## src/rtl/gray_monitor_pkg.sv

```systemverilog
// Shared encodings for the gray counter monitor.
// State and fault-code constants used by the monitor and its bench.
package gray_monitor_pkg;

    typedef enum logic [1:0] {
        ST_IDLE  = 2'b00,
        ST_TRACK = 2'b01,
        ST_FAULT = 2'b10
    } state_t;

    localparam logic [1:0] ERR_NONE = 2'b00;
    localparam logic [1:0] ERR_STEP = 2'b01;
    localparam logic [1:0] ERR_OVF  = 2'b10;

endpackage

```

## src/rtl/gray_monitor_g2b.sv

```systemverilog
// Combinational gray-to-binary converter.
// Bit i of the binary value is the XOR of all gray bits at or above i.
module gray2bin #(
    parameter int WIDTH = 3
) (
    input  logic [WIDTH-1:0] gray,
    output logic [WIDTH-1:0] binary
);

    always_comb begin
        binary = '0;
        for (int i = 0; i < WIDTH; i++) begin
            binary[i] = ^(gray >> i);
        end
    end

endmodule

```

## src/rtl/gray_monitor.sv

```systemverilog
// Monitor for the gray counter stage: checks single steps and wraps,
// counts wraps and cross-checks the counter's sticky overflow flag.
module gray_monitor
    import gray_monitor_pkg::*;
#(
    parameter int WIDTH  = 3,
    parameter int WRAP_W = 8
) (
    input  logic              Clk,
    input  logic              Reset,
    input  logic              Clr,
    input  logic              Valid,
    input  logic [WIDTH-1:0]  Gray,
    input  logic              Ovf_in,
    output logic [WIDTH-1:0]  Binary,
    output logic              Step,
    output logic              Wrap,
    output logic [WRAP_W-1:0] Wrap_cnt,
    output logic              Error,
    output logic [1:0]        Err_code,
    output logic [1:0]        State
);

    state_t             st;
    logic [WIDTH-1:0]   last;
    logic [WIDTH-1:0]   bin_new;
    logic [WIDTH-1:0]   delta;
    logic               at_max;
    logic               is_step;
    logic               is_wrap;
    logic               is_rep;
    logic               bad_step;
    logic               bad_ovf;
    logic [WRAP_W-1:0]  wrap_next;
    logic [1:0]         err_next;

    gray2bin #(.WIDTH(WIDTH)) u_g2b (
        .gray   (Gray),
        .binary (bin_new)
    );

    always_comb begin
        delta     = bin_new - last;
        at_max    = (last == '1);
        is_rep    = (delta == '0);
        is_step   = (delta == WIDTH'(1)) && !at_max;
        is_wrap   = at_max && (bin_new == '0);
        bad_step  = !(is_rep || is_step || is_wrap);
        wrap_next = Wrap_cnt;
        if (is_wrap && !(&Wrap_cnt)) begin
            wrap_next = Wrap_cnt + WRAP_W'(1);
        end
        // Overflow is sticky, so it must agree with "any wrap seen yet".
        bad_ovf   = Ovf_in ? (wrap_next == '0) : (wrap_next != '0);
        err_next  = (bad_step ? ERR_STEP : ERR_NONE)
                  | (bad_ovf  ? ERR_OVF  : ERR_NONE);
    end

    always_ff @(posedge Clk or negedge Reset) begin
        if (!Reset) begin
            st       <= ST_IDLE;
            last     <= '0;
            Binary   <= '0;
            Step     <= 1'b0;
            Wrap     <= 1'b0;
            Wrap_cnt <= '0;
            Error    <= 1'b0;
            Err_code <= ERR_NONE;
        end else begin
            Step <= 1'b0;
            Wrap <= 1'b0;
            if (Clr) begin
                st       <= ST_IDLE;
                last     <= '0;
                Binary   <= '0;
                Wrap_cnt <= '0;
                Error    <= 1'b0;
                Err_code <= ERR_NONE;
            end else if (Valid) begin
                unique case (st)
                    ST_IDLE: begin
                        Binary <= bin_new;
                        last   <= bin_new;
                        st     <= ST_TRACK;
                    end
                    ST_TRACK: begin
                        Binary <= bin_new;
                        if (err_next != ERR_NONE) begin
                            Error    <= 1'b1;
                            Err_code <= err_next;
                            st       <= ST_FAULT;
                        end else begin
                            last     <= bin_new;
                            Step     <= is_step;
                            Wrap     <= is_wrap;
                            Wrap_cnt <= wrap_next;
                        end
                    end
                    default: ;
                endcase
            end
        end
    end

    assign State = st;

endmodule

```

## config.mk

```make
export PLATFORM = sky130hd
export DESIGN_NAME = gray_monitor
export DESIGN_NICKNAME = d
export VERILOG_FILES = /design/src/rtl/gray_monitor_pkg.sv /design/src/rtl/gray_monitor_g2b.sv /design/src/rtl/gray_monitor.sv
export SDC_FILE = /design/constraint.sdc
export NUM_CORES = 1
export LEC_CHECK = 0
export ABC_AREA = 1
export CORE_MARGIN = 4
export CORE_UTILIZATION = 40
export CTS_CLUSTER_SIZE = 28
export DETAILED_ROUTE_END_ITERATION = 6
export PLACE_DENSITY = 0.67
export SLEW_MARGIN = 10
export SYNTH_ARGS = -nofsm -noshare
export SYNTH_HDL_FRONTEND = slang
export SYNTH_SLANG_ARGS = --single-unit
```

## constraint.sdc

```tcl
create_clock -name Clk -period 2.3 [get_ports Clk]
set_input_delay 0.575 -clock Clk [delete_from_list [all_inputs] [get_ports Clk]]
set_output_delay 0.575 -clock Clk [all_outputs]
set_load 0.005 [all_outputs]
```

Word level (Yosys, flattened, before mapping)
Index checks and enable logic that the tools add are counted.
{"block": "word_totals", "inputBits": 8, "ff_bits": 21, "wordCells": 80, "output_inout_bits": 18}
{"block": "op_classes", "muxes": 35, "n_addsub": 2, "reduce_logical": 28, "n_bitwise": 1, "n_eq_ne": 6}
{"cell": "$mux 8", "count": 5}
{"cell": "$mux 3", "count": 6}
{"cell": "$mux 2", "count": 8}
{"cell": "$mux 1", "count": 14}
{"cell": "$reduce_and 3->1", "count": 4}
{"cell": "$reduce_bool 2->1", "count": 5}
{"cell": "$reduce_xor 3->1", "count": 3}
{"cell": "$add 8x1->8 const B", "count": 1}
{"cell": "$logic_not 8->1", "count": 1}
{"cell": "$reduce_and 8->1", "count": 1}
{"cell": "$reduce_bool 8->1", "count": 1}
{"cell": "$logic_not 3->1", "count": 2}
{"cell": "$ne 3x3->1 const B", "count": 2}
{"cell": "$pmux 3 s2", "count": 1}
{"cell": "$pmux 2 s2", "count": 1}
{"cell": "$eq 3x1->1 const B", "count": 1}
{"cell": "$eq 3x3->1 const B", "count": 1}
{"cell": "$logic_and 1x1->1", "count": 3}
{"cell": "$reduce_bool 3->1", "count": 1}
{"cell": "$sub 3x3->3", "count": 1}
{"cell": "$eq 2x1->1 const B", "count": 1}
{"cell": "$logic_not 1->1", "count": 2}
{"cell": "$logic_not 2->1", "count": 1}
{"cell": "$logic_or 1x1->1", "count": 2}
{"cell": "other kinds (4)", "count": 4}

Depth between registers and ports, before layout
Gate-level depths: netlist of the first run.
{"block": "depth", "word_depth": 14, "depth_mapped": 18, "mapped_depth_nobuf": 18}

Cells and area by module
Synthesis of the first run repeated with hierarchy kept, for this count alone.
{"block": "unflattened", "hier_cells": 218, "hier_area_um2": 1522.7}
{"mod": "gray_monitor", "area_each_um2": 1471.4, "n_inst": 1, "seq_area_each_um2": 525.5, "cells_each": 206}
{"mod": "gray2bin", "area_each_um2": 51.3, "n_inst": 1, "seq_area_each_um2": 0.0, "cells_each": 12}

Worst setup path after synthesis of the first run
Ideal clock, no wire load.
{"block": "synth_timing", "path_type": "input port to flip-flop", "from": "input Gray[1]", "to": "register last[2]", "path_buffers": 0, "arrival_ns": 2.341, "setup_ns": 0.117, "setup_slack_ns": -0.158, "stages": 14, "t_required_ns": 2.183, "path_cell_list": "xnor2_1 xor2_1 ha_1 inv_1 fa_1 xor2_1 nor2_1 o21ai_0 nand2_1 nand2_4 nand2_2 nand2_2 nand2_1 nand2_1"}
{"block": "synth_via", "elab_chain_len": 12, "elab_cells_between_ends": 21, "cone_classes": "add/sub: 1; eq/ne: 2; mux: 4; bitwise: 1; reduce/logical: 13"}
{"element": "start, declared", "line": "gray_monitor.sv:13", "rtl": "input logic [WIDTH-1:0] Gray,"}
{"element": "parallel branches: the longest is 8 deep, another holds $sub 3x3->3"}
{"element": "$or 1x2->2 *", "line": "gray_monitor.sv:56", "rtl": "| (bad_ovf ? ERR_OVF : ERR_NONE);"}
{"element": "$reduce_bool 2->1 *", "line": "gray_monitor.sv:88", "rtl": "if (err_next != ERR_NONE) begin"}
{"element": "$ne 3x3->1 (no line) *"}
{"element": "$reduce_and 3->1 (no line) *"}
{"element": "end signal, assigned", "line": "gray_monitor.sv:83", "rtl": "last <= bin_new;"}
{"element": "end signal, assigned", "line": "gray_monitor.sv:93", "rtl": "last <= bin_new;"}
{"element": "end, declared", "line": "gray_monitor.sv:25", "rtl": "logic [WIDTH-1:0] last;"}
Mark *: on every way between the ends.
A chain may end at the register's enable or synchronous reset.

Worst setup path after layout of the first run
{"block": "layout_timing", "from": "input Gray[0]", "to": "register Wrap_cnt[2]"}
{"block": "layout_via", "elab_chain_len": 12, "elab_cells_between_ends": 24, "cone_classes": "add/sub: 1; eq/ne: 2; mux: 8; bitwise: 1; reduce/logical: 12"}
{"element": "$reduce_xor 3->1 *", "line": "gray_monitor_g2b.sv:13", "rtl": "binary[i] = ^(gray >> i);"}
{"element": "parallel branches: the longest is 11 deep, another holds $sub 3x3->3"}
{"element": "end signal, assigned", "line": "gray_monitor.sv:96", "rtl": "Wrap_cnt <= wrap_next;"}
{"element": "end, declared", "line": "gray_monitor.sv:18", "rtl": "output logic [WRAP_W-1:0] Wrap_cnt,"}
Mark *: on every way between the ends. The select of a mux whose other input is x is not followed.

==> impl_metrics.csv, run 1 <==
group,metric,value,unit
clocking,cts_max_level,1,
critical_path,cp-start-kind,"input port",
logic_synthesis,synth_commonest_cells,"nand2_1 (69), nand3_1 (34), dfrtp_1 (21)",
logic_synthesis,ys_types,24,
sta,fin_skew,0.000807,ns
critical_path,slowest_delay,0.33,ns
critical_path,cp.required,2.56,ns
grt,antenna_found_initial,0,
logic_synthesis,yosys_warnings,0,
sta,worstMarginPinSlew,0.288,ns
die,dieArea,4640,µm²
route,first_pass_iters,4,
critical_path,crit_type,"input port to flop",
sta,relSlewSlack,80.7,%
grt,grt_pass1_vias,1341,
route,drc,0,
die,core-area,3420,µm²
critical_path,cp.arrival,2.59,ns
route,wirelength,3.92,mm
final_layout,multi_input_area,973,µm²
logic_synthesis,netlist_top_cells_area,"dfrtp_1 (36%), nand2_1 (18%), nand3_1 (12%)",
die,die_h,68.1,µm
sta,tns,-0.0794,ns
logic_synthesis,synth_top_family_by_area,"simple AND/OR/NAND/NOR gates",
placed_design,place_area,1930,µm²
power_and_ir_drop,vdd_drop_max,0.631,mV
sta,final-hold-violation-count,0,
logic_synthesis,synthArstFlopShare,100,%
grt,grt_use_total,17.2,%
die,ios,26,
sta,finalCritPeriodShare,101,%
clocking,clk_pin_slew,0.11,ns
sta,fmax,431,MHz
sta,period_needed,2.32,ns
logic_synthesis,synth_area_per_cell,7.12,µm²
final_layout,area_growth,51.3,%
final_layout,drive_gt1_share,31.7,%
critical_path,cp-startpoint,"Gray[0]",
die,initial_core_util,42.3,%
logic_synthesis,synth_edf_count,0,
min_path,hp-start,"Err_code[0]$_DFFE_PN0P_",
route,viasPerCell,4.86,
logic_synthesis,synth_compound_area_share,2.86,%
logic_synthesis,syn_inst,203,
sta,setup_ws,-0.0228,ns
sta,setup_violations,8,
placed_design,portBuffers,25,
critical_path,cp_slowest_cell,"fa_2",
grt,grt_max_degree,22,
critical_path,critPathMaxFanout,6,
clocking,cts_buffer_depth,2,
outcome,status,"finished with violations",
logic_synthesis,synthAdderAreaFrac,3.12,%
clocking,cts_num_sinks,21,
outcome,violations,"setup timing",
sta,slew_viol_final,0,
logic_synthesis,synthFlopType,"dfrtp_1",
logic_synthesis,yosysTopAreaCellShare,36.4,%
logic_synthesis,ys_seq_area_share,36.4,%
die,die_w,68.1,µm
route,drtIter0Drc,63,
final_layout,nets,277,
min_path,hp-class,"flop to flop",
logic_synthesis,post-synth-top-count-cell,"nand2_1",
grt,grt.overflow.total,0,
final_layout,fillers,318,
logic_synthesis,synth_area_leader_cell,"dfrtp_1",
final_layout,final_cell_area,2190,µm²
power_and_ir_drop,p_per_area,498,nW/µm²
route,ant_nets,0,
logic_synthesis,ys_ff_latch,21,
route,num_vias,1510,
grt,grt_pass1_wl,6.04,mm
die,row_count,21,
critical_path,crit_path_cell_trace,"buf_8 -> xnor2_4 -> xor2_2 -> ha_2 -> inv_2 -> fa_2 -> xor2_1 -> nor2_1 -> o21ai_2 -> nand2_4 -> nand2_8 -> nor2_4 -> nand3_1 -> nand2_1",
critical_path,cp-end-kind,"flop",
clocking,cts_hold_buf,0,
final_layout,diodes,0,
logic_synthesis,synth_simple_gate_area_share,46.1,%
job,drv_cap,0,
logic_synthesis,synth_nets,214,
route,wl_per_cell,12.6,µm
final_layout,final-seq-area,526,µm²
critical_path,r2r-start,"last[1]$_DFFE_PN0P_",
clocking,insertion_delay,0.31,ns
power_and_ir_drop,p_leak,0.00111,µW
clocking,cts_root_buffer,"clkbuf_4",
clocking,cts_tree,"yes",
logic_synthesis,synth_area,1450,µm²
clocking,cts_made_buffers,3,
logic_synthesis,synth_xor_area_share,3.64,%
placed_design,place_congestion,0.788,
placed_design,place_hpwl,2.66,mm
sta,rsz0062_at_grt,"true",
logic_synthesis,synth.area.mux_share,0.779,%
==> flip-flops by register name, indices dropped and copies added, names as in the netlist <==
register,count
Wrap_cnt,8
Binary,3
last,3
Err_code,2
State,2
Error,1
Step,1
Wrap,1
==> stage by stage <==
step	hold slack [ns]	utilization (%)	instances	setup slack [ns]	total power [µW]
final	0.484	64.0	311	-0.0228	1090
after global routing	0.498	64.0	311	-0.135	1170
after CTS	0.490	59.7	303	-0.00224	1040
after detailed placement	0.462	56.6	293	-0.849	813
after global placement	0.459	56.6	293	-0.803	808
after floorplan	0.279	-	203	-0.106	654
==> timing repair <==
item	4_1_cts	5_1_grt
pin swaps	9	13
endpoints found under the setup margin	18	18
setup buffers	5	8
resized for setup	21	21
cloned	1	0
==> logic make-up (layout without fill, tap and decap cells) <==
group	Yosys count	count (layout)
AO/OA/AOI/OAI	7	7
XOR/XNOR	6	6
adder cells (fa/ha/maj)	3	3
buffers and inverters	25	86
flip-flops	21	21
multiplexers	1	1
AND/OR/NAND/NOR	140	141
==> worst paths after layout <==
check	end	slack, ns	cells past startpoint
max reg2reg	last[2]$_DFFE_PN0P_	0.06	15
min reg2reg	Err_code[0]$_DFFE_PN0P_	0.48	2
min in group asynchronous	Binary[2]$_DFFE_PN0P_	0.59	2
max in group asynchronous	Err_code[1]$_DFFE_PN0P_	1.49	2
max	Wrap_cnt[2]$_DFFE_PN0P_	-0.02	14
min	Err_code[0]$_DFFE_PN0P_	0.48	2
==> layer usage <==
layer | GRT usage, % | vias up | routed length (µm) | share of wire (%)
met3 | 4.27 | 4 | 237 | 6.1
met2 | 26.2 | 46 | 1740 | 44
li1 | - | 769 | - | -
met5 | 0 | - | 0 | 0
met1 | 24.7 | 691 | 1900 | 48
met4 | 3.23 | 0 | 41 | 1.0
==> layout make-up <==
type / count / area share [%]
sequential: 21 / 24.0
timing repair buffer: 61 / 24.0
inverter: 21 / 3.60
tap: 46 / 2.63
multi-input combinational: 158 / 44.5
clock buffer: 4 / 1.20
==> critical path: cells and delay by family <==
family | cells | cell delay (ns)
adder cells (fa/ha/maj) | 2 | 0.53
buffers and inverters | 2 | 0.15
XOR/XNOR | 3 | 0.51
AO/OA/AOI/OAI | 1 | 0.11
AND/OR/NAND/NOR | 6 | 0.71
==> report_power, final <==
group / switching, µW / total (µW) / internal [µW]
Clock: 116 / 184 / 67.9
Combinational: 242 / 448 / 205
Sequential: 44.8 / 458 / 413
==> placed cells by master (no fill, tap or decap), drive strengths merged, types with 2 or more instances in the layout <==
| cell | Yosys | final |
|---|---|---|
| buf | 3 | 38 |
| clkbuf | 1 | 5 |
| clkdlybuf4s50 | 0 | 22 |
| dfrtp | 21 | 21 |
| ha | 2 | 2 |
| inv | 20 | 20 |
| nand2 | 77 | 77 |
| nand3 | 37 | 37 |
| nand4 | 2 | 2 |
| nor2 | 23 | 24 |
| o21ai | 6 | 6 |
| xnor2 | 2 | 2 |
| xor2 | 4 | 4 |
No activity file was read; power rests on OpenSTA's default activity.
==> inputs of run 2 (changes only) <==
--- a/constraint.sdc
+++ b/constraint.sdc
@@ -3,2 +3,2 @@
 set_output_delay 0.575 -clock Clk [all_outputs]
-set_load 0.005 [all_outputs]
+set_load 0.02 [all_outputs]
==> run 2 against run 1 <==
  * The run still ends with setup timing left
  * Sequential share of layout area is 1.1 points higher
  * Routed wire length fell by 6.7%
  * Cell area decreased by 4.5%
  * First-iteration DRC count down 1.6%
  * Power rose by 3.8%
  * Maximum frequency is 0.29% lower
  * Sequential cell count unchanged
  * Largest power group is now combinational logic
==> impl_metrics.csv, run 2 (synthesis results as in run 1) <==
group,metric,value,unit
outcome,status,"finished with violations",
outcome,violations,"setup timing",
sta,relSlewSlack,81.0,%
route,first_pass_iters,4,
die,die_w,68.1,µm
route,drtIter0Drc,62,
die,ios,26,
die,core-area,3420,µm²
final_layout,largest_reg_flops,8,
final_layout,final_common_cell,"nand2_1",
placed_design,place_congestion,0.797,
sta,setup_ws,-0.0296,ns
critical_path,critPathMaxFanout,3,
route,viasPerCell,4.78,
critical_path,r2r-start,"Wrap_cnt[1]$_DFFE_PN0P_",
sta,worstMarginPinSlew,0.283,ns
sta,final-hold-violation-count,0,
sta,rsz0062_at_grt,"true",
route,num_vias,1444,
grt,antenna_found_initial,0,
clocking,cts_num_sinks,21,
critical_path,crit_end,"Error$_DFFE_PN0P_",
clocking,cts_tree,"yes",
critical_path,r2r_setup_slack,0.14,ns
clocking,clk_pin_slew,0.13,ns
critical_path,cp.arrival,2.55,ns
grt,grt_max_degree,22,
final_layout,drive_gt1_share,25.8,%
die,die_h,68.1,µm
route,wl_per_cell,12.1,µm
final_layout,multi_input_area,935,µm²
final_layout,reg_top3,"Wrap_cnt x8, Binary x3, last x3",
grt,grt_pass1_vias,1210,
route,ant_nets,0,
sta,fmax,429,MHz
die,row_count,21,
critical_path,cp.required,2.52,ns
final_layout,nets,268,
critical_path,cp-start-kind,"input port",
grt,grt.overflow.total,0,
sta,period_needed,2.33,ns
final_layout,diodes,0,
clocking,cts_made_buffers,3,
final_layout,area_growth,44.6,%
clocking,cts_max_level,1,
power_and_ir_drop,p_per_area,541,nW/µm²
job,drv_cap,0,
clocking,cts_buffer_depth,2,
power_and_ir_drop,power,1130,µW
route,wirelength,3.66,mm
grt,grt_pass1_wl,5.74,mm
critical_path,timing.rr.end,"last[2]$_DFFE_PN0P_",
final_layout,max_flop_register,"Wrap_cnt",
min_path,hp-start,"Err_code[1]$_DFFE_PN0P_",
sta,finalCritPeriodShare,101,%
critical_path,cp-startpoint,"Gray[0]",
clocking,insertion_delay,0.31,ns
sta,fin_skew,0.0141,ns
clocking,cts_root_buffer,"clkbuf_4",
critical_path,r2r_cells,17,
critical_path,cp-end-kind,"flop",
sta,slew_viol_final,0,
power_and_ir_drop,p_leak,0.00105,µW
die,dieArea,4640,µm²
final_layout,fillers,337,
power_and_ir_drop,vdd_drop_max,0.430,mV
grt,grt_use_total,16.4,%
route,drc,0,
placed_design,place_hpwl,2.67,mm
final_layout,final_cell_mix,"nand2_1 (67), nand3_1 (30), buf_4 (25)",
critical_path,crit_type,"input port to flop",
sta,setup_violations,3,
placed_design,place_ws,-0.891,ns
min_path,hp-class,"flop to flop",
final_layout,final-seq-area,526,µm²
die,initial_core_util,42.3,%
placed_design,portBuffers,25,
==> run 2: cell types whose count changed in the layout (fill, tap and decap cells not counted), sizes merged <==
cell           previous run  this run
clkdlybuf4s15             0         1
buf                      38        29
clkbuf                    5         4
==> run 2: timing repair <==
| item | in CTS | in global routing |
|---|---|---|
| cloned | 1 | 0 |
| hold buffers | 0 | 0 |
| buffers inserted | 5 | 0 |
| resized for setup | 19 | 13 |
| setup endpoints to repair | 18 | 17 |
| pin swaps | 8 | 13 |
==> run 2: worst max-delay path, cell delays in order <==
cell and delay [ns]:
buf_8 0.11, xnor2_4 0.18, xor2_2 0.17, ha_2 0.19, inv_2 0.03, fa_2 0.51, nor2_1 0.05, o21ai_1 0.12
nand2_2 0.17, buf_4 0.17, nand3_1 0.07, nand2_1 0.09, nand2_1 0.07, nand2_1 0.05
==> run 2: layout make-up <==
| class | count | share of cell area, % |
|---|---|---|
| flip-flops and latches | 21 | 25.1 |
| clock buffers | 4 | 1.26 |
| multi-input cells | 158 | 44.7 |
| well taps | 46 | 2.75 |
| inverters | 21 | 3.77 |
| repair buffers | 52 | 22.3 |
==> run 2: how the worst min path moves through the flow <==
stage,slack (ns),cells after the start,to
2_1_floorplan,0.28,0,Binary[0]$_DFFE_PN0P_
3_5_place_dp,0.46,2,Err_code[1]$_DFFE_PN0P_
3_3_place_gp,0.46,2,Err_code[1]$_DFFE_PN0P_
4_1_cts,0.49,2,Err_code[1]$_DFFE_PN0P_
5_1_grt,0.52,2,Err_code[1]$_DFFE_PN0P_
6_report,0.49,2,Err_code[1]$_DFFE_PN0P_
==> run 2: per-layer routing <==
metal,up-vias,part of all wire (%),global-route usage [%]
met3,0,5.4,3.94
met4,0,0,1.49
met1,657,47,23.9
met5,-,0,0
met2,36,47,25.6
li1,751,-,-
==> run 2: through the flow <==
stage	std cells	cell area (µm²)	util [%]	setup TNS (ns)	hold WS, ns
2_1_floorplan	203	1480	-	-1.29	0.279
3_3_place_gp	292	1930	56.4	-13.71	0.457
3_5_place_dp	292	1930	56.4	-15.20	0.462
4_1_cts	302	2030	59.3	-0.00637	0.492
5_1_grt	302	2090	61.2	-1.88	0.515
6_report	302	2090	61.2	-0.0697	0.487
==> run 2: report_power, final <==
group	internal [µW]	switching, µW
Clock	67.8	116
Combinational	221	272
Sequential	413	39.9
Total	702	428
